===== config.mk =====
export PLATFORM = sky130hd
export DESIGN_NAME = pc_sequencer
export DESIGN_NICKNAME = d
export VERILOG_FILES = /design/src/rtl/cpu_pkg.sv /design/src/rtl/ras_stack.sv /design/src/rtl/pc_sequencer.sv
export SDC_FILE = /design/constraint.sdc
export NUM_CORES = 1
export LEC_CHECK = 0
export CAP_MARGIN = 20
export CORE_ASPECT_RATIO = 0.5
export CORE_MARGIN = 2
export CORE_UTILIZATION = 45
export CTS_CLUSTER_SIZE = 25
export DETAILED_ROUTE_END_ITERATION = 10
export PLACE_DENSITY_LB_ADDON = 0.08
export SKIP_CTS_REPAIR_TIMING = 1
export SLEW_MARGIN = 25
export SYNTH_ARGS = -nofsm -noshare
export SYNTH_HDL_FRONTEND = slang
export SYNTH_HIERARCHICAL = 1
export SYNTH_SLANG_ARGS = --single-unit

===== constraint.sdc =====
create_clock -name clk -period 4.1 [get_ports clk]
set_input_delay 0.41 -clock clk [delete_from_list [all_inputs] [get_ports clk]]
set_output_delay 0.41 -clock clk [all_outputs]
set_load 0.05 [all_outputs]

===== src/rtl/cpu_pkg.sv =====
// Shared CPU fetch-stage definitions: default vectors and the next-PC source select.
package cpu_pkg;

    localparam logic [31:0] RESET_VECTOR_DEF = 32'h0000_0000;
    localparam logic [31:0] EXC_VECTOR_DEF   = 32'h8000_0180;

    typedef enum logic [2:0] {
        SEL_EXC,
        SEL_BR,
        SEL_RET,
        SEL_JMP,
        SEL_HOLD,
        SEL_SEQ
    } next_sel_t;

endpackage


===== src/rtl/ras_stack.sv =====
// Circular return-address stack; push overwrites the oldest entry when full.
// Top read is combinational from the pointer; count and flags are registered.
module ras_stack #(
    parameter int WIDTH = 32,
    parameter int DEPTH = 4
)(
    input  logic             clk,
    input  logic             reset,
    input  logic             push,
    input  logic             pop,
    input  logic [WIDTH-1:0] push_dat,
    output logic [WIDTH-1:0] top,
    output logic             empty,
    output logic             full
);
    localparam int           PW       = $clog2(DEPTH);
    localparam logic [PW:0]  FULL_CNT = (PW+1)'(DEPTH);

    logic [WIDTH-1:0] r_mem [DEPTH];
    logic [PW-1:0]    r_ptr;
    logic [PW:0]      r_cnt;
    logic             r_empty;
    logic             r_full;
    logic [PW-1:0]    w_top_idx;
    logic [PW:0]      w_cnt_nxt;

    // Pointer addresses the next free slot, so the top lives one below it.
    assign w_top_idx = r_ptr - PW'(1);
    assign top       = r_mem[w_top_idx];
    assign empty     = r_empty;
    assign full      = r_full;

    always_comb begin
        w_cnt_nxt = r_cnt;
        if (push) begin
            if (r_cnt != FULL_CNT) w_cnt_nxt = r_cnt + (PW+1)'(1);
        end else if (pop && (r_cnt != '0)) begin
            w_cnt_nxt = r_cnt - (PW+1)'(1);
        end
    end

    always_ff @(posedge clk or posedge reset) begin
        if (reset) begin
            for (int i = 0; i < DEPTH; i++) r_mem[i] <= '0;
            r_ptr   <= '0;
            r_cnt   <= '0;
            r_empty <= 1'b1;
            r_full  <= 1'b0;
        end else begin
            if (push) begin
                r_mem[r_ptr] <= push_dat;
                r_ptr        <= r_ptr + PW'(1);
            end else if (pop && (r_cnt != '0)) begin
                r_ptr <= r_ptr - PW'(1);
            end
            r_cnt   <= w_cnt_nxt;
            r_empty <= (w_cnt_nxt == '0);
            r_full  <= (w_cnt_nxt == FULL_CNT);
        end
    end

endmodule


===== src/rtl/pc_sequencer.sv =====
// Fetch-stage PC register with prioritised redirects and a return-address stack.
// pc updates one cycle after inputs are sampled; pc_next/pc_plus_step are combinational.
module pc_sequencer
    import cpu_pkg::*;
#(
    parameter int               WIDTH        = 32,
    parameter int               STEP         = 4,
    parameter logic [WIDTH-1:0] RESET_VECTOR = WIDTH'(RESET_VECTOR_DEF),
    parameter logic [WIDTH-1:0] EXC_VECTOR   = WIDTH'(EXC_VECTOR_DEF),
    parameter int               RAS_DEPTH    = 4
)(
    input  logic             clk,
    input  logic             reset,
    input  logic             stall,
    input  logic             exc_req,
    input  logic             br_taken,
    input  logic [WIDTH-1:0] br_target,
    input  logic             jump,
    input  logic             call,
    input  logic [WIDTH-1:0] jump_target,
    input  logic [WIDTH-1:0] link_addr,
    input  logic             ret,
    input  logic [WIDTH-1:0] ret_target,
    output logic [WIDTH-1:0] pc,
    output logic [WIDTH-1:0] pc_next,
    output logic [WIDTH-1:0] pc_plus_step,
    output logic             misaligned,
    output logic             ras_empty,
    output logic             ras_full,
    output logic             ras_underflow
);
    localparam int STEP_BITS = $clog2(STEP);

    next_sel_t        w_sel;
    logic [WIDTH-1:0] r_pc;
    logic [WIDTH-1:0] w_ras_top;
    logic             w_push;
    logic             w_pop;
    logic             r_underflow;

    always_comb begin
        w_sel = SEL_SEQ;
        if (exc_req)           w_sel = SEL_EXC;
        else if (br_taken)     w_sel = SEL_BR;
        else if (ret)          w_sel = SEL_RET;
        else if (jump || call) w_sel = SEL_JMP;
        else if (stall)        w_sel = SEL_HOLD;
    end

    always_comb begin
        pc_next = pc_plus_step;
        case (w_sel)
            SEL_EXC:  pc_next = EXC_VECTOR;
            SEL_BR:   pc_next = br_target;
            SEL_RET:  pc_next = ras_empty ? ret_target : w_ras_top;
            SEL_JMP:  pc_next = jump_target;
            SEL_HOLD: pc_next = r_pc;
            default:  pc_next = pc_plus_step;
        endcase
    end

    // Only the winning source touches the stack.
    assign w_push = (w_sel == SEL_JMP) && call;
    assign w_pop  = (w_sel == SEL_RET) && !ras_empty;

    always_ff @(posedge clk or posedge reset) begin
        if (reset) begin
            r_pc        <= RESET_VECTOR;
            r_underflow <= 1'b0;
        end else begin
            r_pc        <= pc_next;
            r_underflow <= (w_sel == SEL_RET) && ras_empty;
        end
    end

    assign pc            = r_pc;
    assign pc_plus_step  = r_pc + WIDTH'(STEP);
    assign ras_underflow = r_underflow;

    generate
        if (STEP_BITS == 0) begin : g_byte_step
            assign misaligned = 1'b0;
        end else begin : g_wide_step
            assign misaligned = |r_pc[STEP_BITS-1:0];
        end
    endgenerate

    ras_stack #(
        .WIDTH (WIDTH),
        .DEPTH (RAS_DEPTH)
    ) u_ras (
        .clk      (clk),
        .reset    (reset),
        .push     (w_push),
        .pop      (w_pop),
        .push_dat (link_addr),
        .top      (w_ras_top),
        .empty    (ras_empty),
        .full     (ras_full)
    );

endmodule


# == Word level (Yosys, flattened, before mapping) ==
# Cells that the tools add are included.
# op_classes
n_reduce_logical,12
n_bitwise,2
magnitude_cmp,3
add_sub_neg,5
eq_ne,6
mux,18
# op_table
op,n
case mux 32 bit (5 select lines),1
bitwise mux 128 bit,1
two-way mux 32 bit,4
binary-select mux 32 bit (select 2 bit),1
demux 32 bit (select 2 bit),1
"adder 32 x 3 -> 32 bit, second input constant",1
two-way mux 3 bit,7
"== test 3 x 2 -> 1 bit, second input constant",2
"== test 3 bit, second input constant",2
"greater-or-equal comparator 3 bit, second input constant",2
logical NOT 3 bit,2
inverter 2 -> 3 bit,2
logical AND 1 bit,5
two-way mux 2 bit,2
"adder 3 x 1 -> 3 bit, second input constant",1
"== test 3 x 1 -> 1 bit, second input constant",1
"< comparator 3 x 1 -> 1 bit, second input constant",1
"!= test 3 bit, second input constant",1
nonzero test 3 bit,1
"subtractor 3 x 1 -> 3 bit, second input constant",1
"adder 2 x 1 -> 2 bit, second input constant",1
nonzero test 2 bit,1
OR reduction 2 bit,1
"subtractor 2 x 1 -> 2 bit, second input constant",1
3 further kinds,3
# totals
input_bits,136
register_bits,168
output_inout_bits,100
wordCells,56

# == Depth between registers and ports, before layout ==
# Gate-level depths: netlist (run 1).
# depth
depth_word,11
depth_mapped,13
mapped_depth_nobuf,7

# == Cells and area by module ==
# Netlist (run 1), hierarchy kept.
# modules_own_cells
module,n_inst,seq_area_each_um2,cells_per_inst,area_per_inst_um2
ras_stack,1,3379.5,360,6090.8
pc_sequencer,1,825.8,401,3270.6

# == Least setup slack after synthesis (run 1) ==
# OpenSTA, ideal clock, no wires.
# synth_path
path_kind,reg-to-output
from,register u_ras.r_ptr[0]
to,output port pc_next[9]
path_slack_ns,0.207
t_arrival_ns,3.483
n_path_buf,5
stages_incl_launch_ff,13
required_time_ns,3.690
path_cell_list,dfrtp_1 buf_4 buf_4 buf_4 inv_1 ha_1 buf_4 buf_4 mux4_2 mux2i_1 o2bb2ai_1 a221oi_1 a311oi_1
# synth_between
elab_chain_cells,7
# synth_rtl
element,line_no,rtl
from (decl),ras_stack.sv:20,logic [PW-1:0] r_ptr;
from (signal assigned),ras_stack.sv:52,r_ptr <= r_ptr + PW'(1);
from (signal assigned),ras_stack.sv:54,r_ptr <= r_ptr - PW'(1);
subtractor 2 x 1 -> 2 bit,ras_stack.sv:28,assign w_top_idx = r_ptr - PW'(1);
net u_ras.w_top_idx[0],ras_stack.sv:24,logic [PW-1:0] w_top_idx;
inverter 2 -> 3 bit (implied by the code),ras_stack.sv:29,assign top = r_mem[w_top_idx];
binary-select mux 32 bit (select 2 bit),ras_stack.sv:29,
two-way mux 32 bit (implied by the code) (2 in a row),ras_stack.sv:29,
net w_ras_top[9],pc_sequencer.sv:36,logic [WIDTH-1:0] w_ras_top;
two-way mux 32 bit,pc_sequencer.sv:55,SEL_RET: pc_next = ras_empty ? ret_target : w_ras_top;
case mux 32 bit (5 select lines),pc_sequencer.sv:52,case (w_sel)
to (decl),pc_sequencer.sv:25,"output logic [WIDTH-1:0] pc_next,"
# The timed path passes the listed nets, and every way through them passes these cells. The select of a mux whose other input is x is not followed.

# == Worst setup path in the final report (run 1) ==
# layout_path
from,"register r_pc[2], in the netlist pc[2]"
to,output port pc_plus_step[14]
# layout_between
elab_chain_cells,1
# layout_rtl
element,line_no,rtl
from (decl),pc_sequencer.sv:35,logic [WIDTH-1:0] r_pc;
from (signal assigned),pc_sequencer.sv:71,r_pc <= pc_next;
adder 32 x 3 -> 32 bit,pc_sequencer.sv:77,assign pc_plus_step = r_pc + WIDTH'(STEP);
to (decl),pc_sequencer.sv:26,"output logic [WIDTH-1:0] pc_plus_step,"
# No other way between the ends.

==> metrics.md, run 1 <==
| Metric | Value |
|---|---|
| Status | `completed` |
| Die Wd | `208.0 µm` |
| Final Hold Viols | `0` |
| Delay-heaviest family, CP | `simple AND/OR/NAND/NOR gates` |
| Leak | `0.005314 µW` |
| IO Port Bufs | `235` |
| Slew headroom | `0.3564` |
| H-tree levels | `4` |
| Initial core utilization | `0.4575` |
| Via density per instance | `5.963` |
| Max incr delay on CP | `0.87 ns` |
| Skew-Pair Late Insertion Delay | `0.44 ns` |
| Max Used Layer | `met4` |
| Warnings, synthesis | `6` |
| Pin count of the biggest net entering global routing | `81` |
| Vias in the first global route | `7157` |
| Row count | `37` |
| F_max | `266.0 MHz` |
| Setup TNS | `0 ns` |
| WS Path Type | `register to output pin` |
| Minimum clock period | `3.760 ns` |
| Crit-path cells | `ha_1 > nand3_1 > nor4_1 > xor2_1 > clkdlybuf4s50_1` |
| Slew Viols, Final | `0` |
| CP Capture Type | `output pin` |
| Routed length per placed instance | `23.42 µm` |
| RSZ-0062 raised after global routing | `no` |
| Worst Path Required | `3.69 ns` |
| Layout Area Growth over Synthesis | `34.56%` |
| Core ar. | `20460 µm²` |
| Die Y | `106.0 µm` |
| Post-Syn Nets | `905` |
| Post-synth ARST share | `1.000` |
| Synth cell types | `69` |
| Cell Area, Synth | `9361 µm²` |
| Critical-path maximum fanout | `8` |
| Via count | `7514` |
| Min-delay worst type | `primary input to asynchronous set/reset pin` |
| Tcrit/Tclk final | `0.9171` |
| CTS sink count | `168` |
| Post-synthesis sequential area ratio | `0.4492` |
| HPWL after DPL | `21.94 mm` |
| Buffer levels on the longest clock path | `2` |
| Setup-failing EPs final | `0` |
| Layout Cell Area excl Fill | `12600 µm²` |
| Final #Nets | `1117` |
| Drt total wl | `29.51 mm` |
| Pwr per Cell Area | `671.3 nW/µm²` |
| PnR Total Power | `8457 µW` |
| Cells after synthesis | `761` |
| Share of layout cells above drive strength 1 | `0.2759` |
| Crit start category | `register` |
| Worst path arrival time | `3.35 ns` |
| Main synth FF type | `dfrtp_1` |
| Fin Hold WS | `0.4860 ns` |
| GP Congestion | `0.9162` |
| Seq cells post-synth | `168` |
| Most frequent cells in the layout | `clkdlybuf4s50_1, dfrtp_1, mux2_2` |
| DRC violations left | `0` |
| Clock skew | `0.009524 ns` |
| Die Area | `22040 µm²` |
| Post-DRT Antenna Nets | `0` |
| Number of flops mapped to enable cells by yosys | `0` |
| Reg clk slew, reported paths | `0.07 ns` |
| Initial antenna violation count | `1` |
| WL met1 | `14.38 mm` |
| CP Buf/Inv Count | `1` |
| WL met2 | `12.47 mm` |
| Post-place instance area | `12020 µm²` |
| DRT Pass-1 Iters | `10` |
| Met3 WL | `2.307 mm` |
| Max-cap viol count | `0` |
| Total grt overflow | `0` |
| Commonest non-fill, non-tap cell in the layout | `clkdlybuf4s50_1` |
| Worst slew pin tran | `0.9566 ns` |
| Top Ports | `236` |
| Peak VDD IR | `0.3224 mV` |
| CTS tree | `built` |
| Synthesized area per cell | `12.30 µm²` |
| First-pass GRT wire length | `44.80 mm` |
| 1st-iter DRT viols | `663` |
| Total Routing Usage GR | `0.2698` |
| Crit path max-delay cell type | `clkdlybuf4s50_1` |
| CTS root buf | `clkbuf_16` |
| CTS Buf Count | `17` |
==> final timing paths <==
check,endpoint,slack (ns),cells after the start,start
setup / recovery,pc_plus_step[14],0.34,5,pc[2]$_DFF_PP0_
hold / removal,u_ras/r_mem[66]$_DFFE_PP0P_,0.49,2,reset
hold reg to reg,u_ras/r_mem[121]$_DFFE_PP0P_,0.49,1,u_ras/r_mem[121]$_DFFE_PP0P_
min in group clk,u_ras/r_mem[121]$_DFFE_PP0P_,0.49,1,u_ras/r_mem[121]$_DFFE_PP0P_
max in group asynchronous,u_ras/empty$_DFF_PP1_,2.82,3,reset
setup reg to reg,pc[10]$_DFF_PP0_,1.32,7,u_ras/r_ptr[1]$_DFFE_PP0P_
==> power breakdown <==
| part | leakage (µW) | switching, µW | internal, µW |
|---|---|---|---|
| clock network | 0.000283 | 728 | 858 |
| logic | 0.00289 | 2120 | 1940 |
| registers | 0.00214 | 485 | 2320 |
==> metal layers <==
metal | vias up | GRT usage
li1 | 3357 | -
met1 | 3808 | 0.4164
met2 | 325 | 0.3811
met3 | 24 | 0.06529
met4 | 0 | 0.05978
met5 | - | 0
==> synth_stat cells (15+ instances only) <==
master	count	area (µm²)
nand4_1	16	100.1
nand2_1	36	135.1
mux2i_1	17	170.2
a21oi_1	16	80.08
mux4_2	32	720.7
mux2_2	131	1475
xnor2_1	18	157.7
and3_1	16	100.1
dfrtp_1	167	4179
nor4_1	15	93.84
nor2_1	20	75.07
o2bb2ai_1	15	131.4
clkbuf_1	26	97.59
==> logic make-up after synthesis <==
kind of cell,count (synthesis),share of synthesized area
fa+ha+maj,8,0.01069
simple gates,184,0.1172
compound gates,113,0.09343
flops,168,0.4492
mux,187,0.2612
buf+inv,76,0.04491
xor+xnor,25,0.02339
==> flip-flops by register name (all words and copies together) (netlist names) <==
signal,flops
u_ras/r_mem,128
pc,32
u_ras/r_cnt,3
u_ras/r_ptr,2
ras_underflow,1
u_ras/empty,1
u_ras/full,1
==> final cells by class <==
cell class,instances,area (µm²)
fillers,1664,7865
multi-input cells,517,4741
flip-flops and latches,168,4207
repair buffers,255,2680
clock buffers,19,432.9
well taps,273,341.6
clock inverters,13,135.1
inverters,14,57.56
diodes,1,2.502
==> stage by stage <==
| stage | cells | setup WS [ns] | utilization |
|---|---|---|---|
| CTS | 1259 | 0.3456 | 0.6154 |
| finish | 1260 | 0.3400 | 0.6156 |
| global route | 1259 | 0.1964 | 0.6155 |
| global placement | 1227 | 0.7082 | 0.5876 |
| detailed placement | 1227 | 0.7131 | 0.5876 |
| floorplan | 761 | 0.08055 | - |
Note: power is estimated with default switching activity, not from simulation.
==> inputs of run 2 (changes only) <==
--- a/config.mk
+++ b/config.mk
@@ -6,9 +6,11 @@
 export NUM_CORES = 1
 export LEC_CHECK = 0
 export CAP_MARGIN = 20
+export CELL_PAD_IN_SITES_DETAIL_PLACEMENT = 1
+export CELL_PAD_IN_SITES_GLOBAL_PLACEMENT = 1
 export CORE_ASPECT_RATIO = 0.5
-export CORE_MARGIN = 2
-export CORE_UTILIZATION = 45
+export CORE_MARGIN = 8
+export CORE_UTILIZATION = 36
 export CTS_CLUSTER_SIZE = 25
 export DETAILED_ROUTE_END_ITERATION = 10
 export PLACE_DENSITY_LB_ADDON = 0.08
==> metrics.md, run 2 (synthesis results as in run 1) <==
| Metric | Value |
|---|---|
| Slew Viols, Final | `0 (unchanged)` |
| Most frequent cells in the layout | `clkdlybuf4s50_1, dfrtp_1, mux2_2 (unchanged)` |
| Share of layout cells above drive strength 1 | `0.2838 (was 0.2759)` |
| Reg with most FFs | `u_ras/r_mem (unchanged)` |
| Combinational share of power | `0.483 (was 0.480)` |
| CP Buf/Inv Count | `1 (unchanged)` |
| Post-DRT Antenna Nets | `0 (unchanged)` |
| Initial core utilization | `0.3687 (was 0.4575)` |
| DRC violations left | `0 (unchanged)` |
| Crit path max-delay cell type | `clkdlybuf4s50_1 (unchanged)` |
| WS Path Type | `register to output pin (unchanged)` |
| CTS root buf | `clkbuf_16 (unchanged)` |
| Crit-path cells | `ha_1 > nand3_1 > or4_1 > or3_1 > nand2_1 > clkdlybuf4s50_1 (was ha_1 > nand3_1 > nor4_1 > xor2_1 > clkdlybuf4s50_1)` |
| Final #Nets | `1121 (was 1117)` |
| Worst Path Required | `3.69 ns (about the same)` |
| Min-delay worst type | `primary input to asynchronous set/reset pin (unchanged)` |
| Minimum clock period | `3.775 ns (was 3.760 ns)` |
| DRT Pass-1 Iters | `5 (was 10)` |
| Setup TNS | `0 ns (unchanged)` |
| Layout Cell Area excl Fill | `12750 µm² (was 12600 µm²)` |
| Seq pwr share | `0.332 (about the same)` |
| Clock skew | `0.01329 ns (was 0.009524 ns)` |
| Layout Cells excl Fill | `1338 (was 1260)` |
| 1st-iter DRT viols | `556 (was 663)` |
| Skew-Pair Late Insertion Delay | `0.44 ns (about the same)` |
| First-pass GRT wire length | `53.40 mm (was 44.80 mm)` |
| Vias in the first global route | `8007 (was 7157)` |
| Row count | `41 (was 37)` |
| Worst path arrival time | `3.37 ns (was 3.35 ns)` |
| Routed length per placed instance | `26.44 µm (was 23.42 µm)` |
| Pwr per Cell Area | `675.9 nW/µm² (was 671.3 nW/µm²)` |
| Top Ports | `236 (unchanged)` |
| Critical-path maximum fanout | `8 (unchanged)` |
| Pin count of the biggest net entering global routing | `60 (was 81)` |
| Die Wd | `244.1 µm (was 208.0 µm)` |
| Clock network power share | `0.185 (was 0.188)` |
| IO Port Bufs | `235 (unchanged)` |
| Initial antenna violation count | `3 (was 1)` |
| Total grt overflow | `0 (unchanged)` |
| Total Routing Usage GR | `0.2228 (was 0.2698)` |
| Sw Ratio | `0.3996 (was 0.3943)` |
| Die Y | `130.0 µm (was 106.0 µm)` |
| Status | `completed (unchanged)` |
| Multi-input combinational cell area | `4748 µm² (was 4741 µm²)` |
| Tcrit/Tclk final | `0.9208 (was 0.9171)` |
| CTS Buf Count | `17 (unchanged)` |
| Crit start category | `register (unchanged)` |
| Worst slack, placed | `0.8183 ns (was 0.7131 ns)` |
| Max incr delay on CP | `0.83 ns (was 0.87 ns)` |
| Fillers | `2616 (was 1664)` |
| Via count | `7489 (was 7514)` |
| Via density per instance | `5.597 (was 5.963)` |
| Register area | `4207 µm² (unchanged)` |
| F_max | `264.9 MHz (was 266.0 MHz)` |
| Post-Place Cells | `1302 (was 1227)` |
| Max-cap viol count | `0 (unchanged)` |
| Post-place instance area | `12170 µm² (was 12020 µm²)` |
| Core ar. | `25390 µm² (was 20460 µm²)` |
| Drt total wl | `35.38 mm (was 29.51 mm)` |
| CP Capture Type | `output pin (unchanged)` |
| RSZ-0062 raised after global routing | `no (unchanged)` |
| Buffer levels on the longest clock path | `2 (unchanged)` |
| P_sw | `3444 µW (was 3335 µW)` |
| GP Congestion | `0.9050 (was 0.9162)` |
| Worst slew pin tran | `0.9207 ns (was 0.9566 ns)` |
| Reg clk slew, reported paths | `0.07 ns (about the same)` |
| Final Hold Viols | `0 (unchanged)` |
| Peak VDD IR | `0.3218 mV (was 0.3224 mV)` |
| Reg2Reg Setup Slack | `1.33 ns (was 1.32 ns)` |
| Commonest non-fill, non-tap cell in the layout | `clkdlybuf4s50_1 (unchanged)` |
| Max reg flops | `128 (unchanged)` |
| CTS sink count | `168 (unchanged)` |
| Util after Layout | `0.5022 (was 0.6156)` |
| Setup-failing EPs final | `0 (unchanged)` |
| Internal power | `5175 µW (was 5122 µW)` |
| Slew headroom | `0.3835 (was 0.3564)` |
| Layout Area Growth over Synthesis | `36.22% (was 34.56%)` |
| H-tree levels | `4 (unchanged)` |
| Die Area | `31730 µm² (was 22040 µm²)` |
| Slack of the critical path | `0.3247 ns (was 0.3400 ns)` |
| Delay-heaviest family, CP | `simple AND/OR/NAND/NOR gates (unchanged)` |
| CTS tree | `built (unchanged)` |
| Leak | `0.005346 µW (was 0.005314 µW)` |
| HPWL after DPL | `26.93 mm (was 21.94 mm)` |
[run 2: cell types whose count changed in the layout (fill, tap and decap cells not counted), sizes merged]
cell           change
clkinv             +1
clkbuf             +1
inv                -4
clkdlybuf4s50      -2
diode              +3
clkinvlp           +2
buf                +6
[run 2: final timing paths]
path	cells past startpoint	to	from
hold / removal	2	u_ras/r_mem[34]$_DFFE_PP0P_	reset
setup reg to reg	7	pc[5]$_DFF_PP0_	u_ras/r_ptr[1]$_DFFE_PP0P_
min in group clk	1	u_ras/r_mem[103]$_DFFE_PP0P_	u_ras/r_mem[103]$_DFFE_PP0P_
setup / recovery	6	pc_plus_step[28]	pc[2]$_DFF_PP0_
hold reg to reg	1	u_ras/r_mem[103]$_DFFE_PP0P_	u_ras/r_mem[103]$_DFFE_PP0P_
max in group asynchronous	3	u_ras/r_mem[103]$_DFFE_PP0P_	reset
[run 2: final cells by class]
cell class                      count  area share
Multi-Input combinational cell    517      0.3724
Sequential cell                   168      0.3299
Timing Repair Buffer              259      0.2141
Clock buffer                       20     0.03581
Tap cell                          344     0.03375
Clock inverter                     12    0.009027
Inverter                           14    0.004317
Antenna cell                        4   0.0007849
[run 2: routing by layer]
layer / part of all wire / up-vias / global-route usage
li1: - / 3355 / -
met1: 0.47 / 3885 / 0.3137
met2: 0.46 / 220 / 0.3493
met4: 0.011 / 2 / 0.04813
met3: 0.055 / 27 / 0.05059
met5: 0.00037 / - / 0
[run 2: worst register-to-register path: stages, from the launching register on]
cell and delay (ns):
dfrtp_1 0.37, inv_1 0.09, ha_1 0.53, buf_12 0.26, mux4_2 0.57, mux2_2 0.32, a222oi_1 0.32, a21oi_1 0.16
[run 2: through the flow]
stage	hold WS [ns]	total power [µW]
floorplan	0.4589	5524
global placement	0.4698	6896
detailed placement	0.4799	7043
CTS	0.4674	8683
global route	0.4995	9057
finish	0.4567	8619
[run 2: power groups by stage]
stage          sequential, µW  clock (µW)  combinational [µW]
6_report                 2860        1590                4170
5_1_grt                  2950        1700                4410
4_1_cts                  2850        1640                4190
3_5_place_dp             2870           0                4170
3_3_place_gp             2820           0                4070
2_1_floorplan            2830           0                2690
==> inputs of run 3 (changes only) <==
--- a/config.mk
+++ b/config.mk
@@ -10,9 +10,10 @@
 export CELL_PAD_IN_SITES_GLOBAL_PLACEMENT = 1
 export CORE_ASPECT_RATIO = 0.5
 export CORE_MARGIN = 8
-export CORE_UTILIZATION = 36
+export CORE_UTILIZATION = 39
 export CTS_CLUSTER_SIZE = 25
 export DETAILED_ROUTE_END_ITERATION = 10
+export HOLD_SLACK_MARGIN = 0.06
 export PLACE_DENSITY_LB_ADDON = 0.08
 export SKIP_CTS_REPAIR_TIMING = 1
 export SLEW_MARGIN = 25
==> constraint.sdc (replaced) <==
create_clock -name clk -period 3.6 [get_ports clk]
set_input_delay 0.36 -clock clk [delete_from_list [all_inputs] [get_ports clk]]
set_output_delay 0.36 -clock clk [all_outputs]
set_load 0.05 [all_outputs]
==> metrics.md, run 3 (synthesis results as in run 1) <==
| Metric | Value |
|---|---|
| Status | `completed (unchanged)` |
| Reg clk slew, reported paths | `0.07 ns (about the same)` |
| Slew headroom | `0.5099 (was 0.3835)` |
| Buffer levels on the longest clock path | `2 (unchanged)` |
| Crit-path cells | `ha_1 > nand3_1 > nor4_1 > xor2_1 > clkdlybuf4s50_1 (was ha_1 > nand3_1 > or4_1 > or3_1 > nand2_1 > clkdlybuf4s50_1)` |
| Die Y | `125.6 µm (was 130.0 µm)` |
| Initial core utilization | `0.3938 (was 0.3687)` |
| Commonest non-fill, non-tap cell in the layout | `clkdlybuf4s50_1 (unchanged)` |
| Reg with most FFs | `u_ras/r_mem (unchanged)` |
| Crit start category | `register (unchanged)` |
| Core ar. | `23770 µm² (was 25390 µm²)` |
| Layout Cells excl Fill | `1319 (was 1338)` |
| GP Congestion | `0.8737 (was 0.9050)` |
| Vias in the first global route | `7890 (was 8007)` |
| Worst path arrival time | `3.21 ns (was 3.37 ns)` |
| Row count | `40 (was 41)` |
| Share of layout cells above drive strength 1 | `0.3014 (was 0.2838)` |
| RSZ-0062 raised after global routing | `yes (was no)` |
| HPWL after DPL | `26.02 mm (was 26.93 mm)` |
| Max reg flops | `128 (unchanged)` |
| Register area | `4207 µm² (unchanged)` |
| Post-Place Cells | `1285 (was 1302)` |
| Pin count of the biggest net entering global routing | `111 (was 60)` |
| CTS Buf Count | `17 (unchanged)` |
| F_max | `279.9 MHz` |
| Minimum clock period | `3.572 ns` |
| CTS tree | `built (unchanged)` |
| Most frequent cells in the layout | `clkdlybuf4s50_1, dfrtp_1, mux2_2 (unchanged)` |
| Leak | `0.005462 µW (was 0.005346 µW)` |
| Final #Nets | `1133 (was 1121)` |
| Worst slew pin tran | `0.7351 ns (was 0.9207 ns)` |
| WS Path Type | `register to output pin (unchanged)` |
| Slew Viols, Final | `0 (unchanged)` |
| 1st-iter DRT viols | `757 (was 556)` |
| Util after Layout | `0.5412 (was 0.5022)` |
| Post-DRT Antenna Nets | `0 (unchanged)` |
| Peak VDD IR | `0.3299 mV (was 0.3218 mV)` |
| Critical-path maximum fanout | `8 (unchanged)` |
| CP Capture Type | `output pin (unchanged)` |
| Initial antenna violation count | `2 (was 3)` |
| Worst Path Required | `3.24 ns (was 3.69 ns)` |
| Setup TNS | `0 ns (unchanged)` |
| Total Routing Usage GR | `0.2330 (was 0.2228)` |
| Max-cap viol count | `0 (unchanged)` |
| Max incr delay on CP | `0.86 ns (was 0.83 ns)` |
| Layout Area Growth over Synthesis | `37.42% (was 36.22%)` |
| Die Wd | `235.1 µm (was 244.1 µm)` |
| Tcrit/Tclk final | `0.9923` |
| Total grt overflow | `0 (unchanged)` |
| Routed length per placed instance | `26.21 µm (was 26.44 µm)` |
| Die Area | `29520 µm² (was 31730 µm²)` |
| Skew-Pair Late Insertion Delay | `0.45 ns (was 0.44 ns)` |
| Crit path max-delay cell type | `clkdlybuf4s50_1 (unchanged)` |
| Top Ports | `236 (unchanged)` |
| Pwr per Cell Area | `766.9 nW/µm² (was 675.9 nW/µm²)` |
| IO Port Bufs | `235 (unchanged)` |
| First-pass GRT wire length | `52.94 mm (was 53.40 mm)` |
| Via density per instance | `5.746 (was 5.597)` |
| Fillers | `2421 (was 2616)` |
| Drt total wl | `34.57 mm (was 35.38 mm)` |
| H-tree levels | `4 (unchanged)` |
| Final Hold Viols | `0 (unchanged)` |
| DRT Pass-1 Iters | `5 (unchanged)` |
| CTS sink count | `168 (unchanged)` |
| DRC violations left | `0 (unchanged)` |
| Multi-input combinational cell area | `4792 µm² (was 4748 µm²)` |
| Min-delay worst type | `primary input to asynchronous set/reset pin (unchanged)` |
| CTS root buf | `clkbuf_16 (unchanged)` |
| Setup-failing EPs final | `0 (unchanged)` |
| Via count | `7579 (was 7489)` |
| Clock skew | `0.01115 ns (was 0.01329 ns)` |
## run 3: cell types whose count changed in the layout (fill, tap and decap cells not counted), sizes merged
cell           previous run  this run
clkbuf                   20        18
diode                     4         2
dlymetal6s2s              0         4
clkinv                    5         4
clkinvlp                  2         4
clkdlybuf4s50           199       193
inv                      18        19
buf                      60        74
## run 3: worst paths after layout
path                                                    from                      endpoint  slack [ns]  cells after the start
min in group clk                              jump_target[0]               pc[0]$_DFF_PP0_        0.49                      3
worst max-delay path                         pc[2]$_DFF_PP0_              pc_plus_step[16]        0.03                      5
worst min register to register  u_ras/r_mem[103]$_DFFE_PP0P_  u_ras/r_mem[103]$_DFFE_PP0P_        0.49                      1
worst max register to register    u_ras/r_ptr[1]$_DFFE_PP0P_              pc[27]$_DFF_PP0_        1.01                      9
worst min-delay path                                   reset   u_ras/r_mem[67]$_DFFE_PP0P_        0.37                      2
max in group asynchronous                              reset    u_ras/r_ptr[0]$_DFFE_PP0P_        2.23                      3
## run 3: cell type report
class                   instances  share of cell area
repair buffers                271              0.2206
well taps                     315             0.03064
diodes                          2           0.0003890
multi-input cells             517              0.3725
inverters                      14            0.004377
clock buffers                  18             0.03414
clock inverters                14             0.01041
flip-flops and latches        168              0.3270
## run 3: through the flow
step	area [µm²]	setup slack, ns	hold slack, ns	power, µW
after floorplan	9392	0.03951	0.4589	6298
after global placement	12250	0.4697	0.4691	7894
after detailed placement	12250	0.4211	0.4785	8051
after CTS	12820	-0.05230	0.3783	9910
after global routing	12860	-0.08156	0.4205	10400
final	12860	0.02779	0.3726	9866
## run 3: critical path: cells and delay by family (launching register included)
family | cells | cell delay (ns)
adder cells (fa/ha/maj) | 1 | 0.25
buffers and inverters | 1 | 0.86
AND/OR/NAND/NOR | 2 | 0.91
flip-flops | 1 | 0.48
XOR/XNOR | 1 | 0.28
## run 3: power breakdown
group          total, µW  switching, µW  internal [µW]
clock               1830            842            985
combinational       4850           2530           2320
sequential          3190            544           2650
total               9870           3910           5950
## run 3: routing by layer
| metal | part of all wire | vias to the layer above | track usage |
|---|---|---|---|
| met5 | 0 | - | 0 |
| met4 | 0.012 | 0 | 0.05529 |
| met3 | 0.057 | 25 | 0.04911 |
| met2 | 0.46 | 241 | 0.3620 |
| met1 | 0.47 | 3940 | 0.3296 |
| li1 | - | 3373 | - |
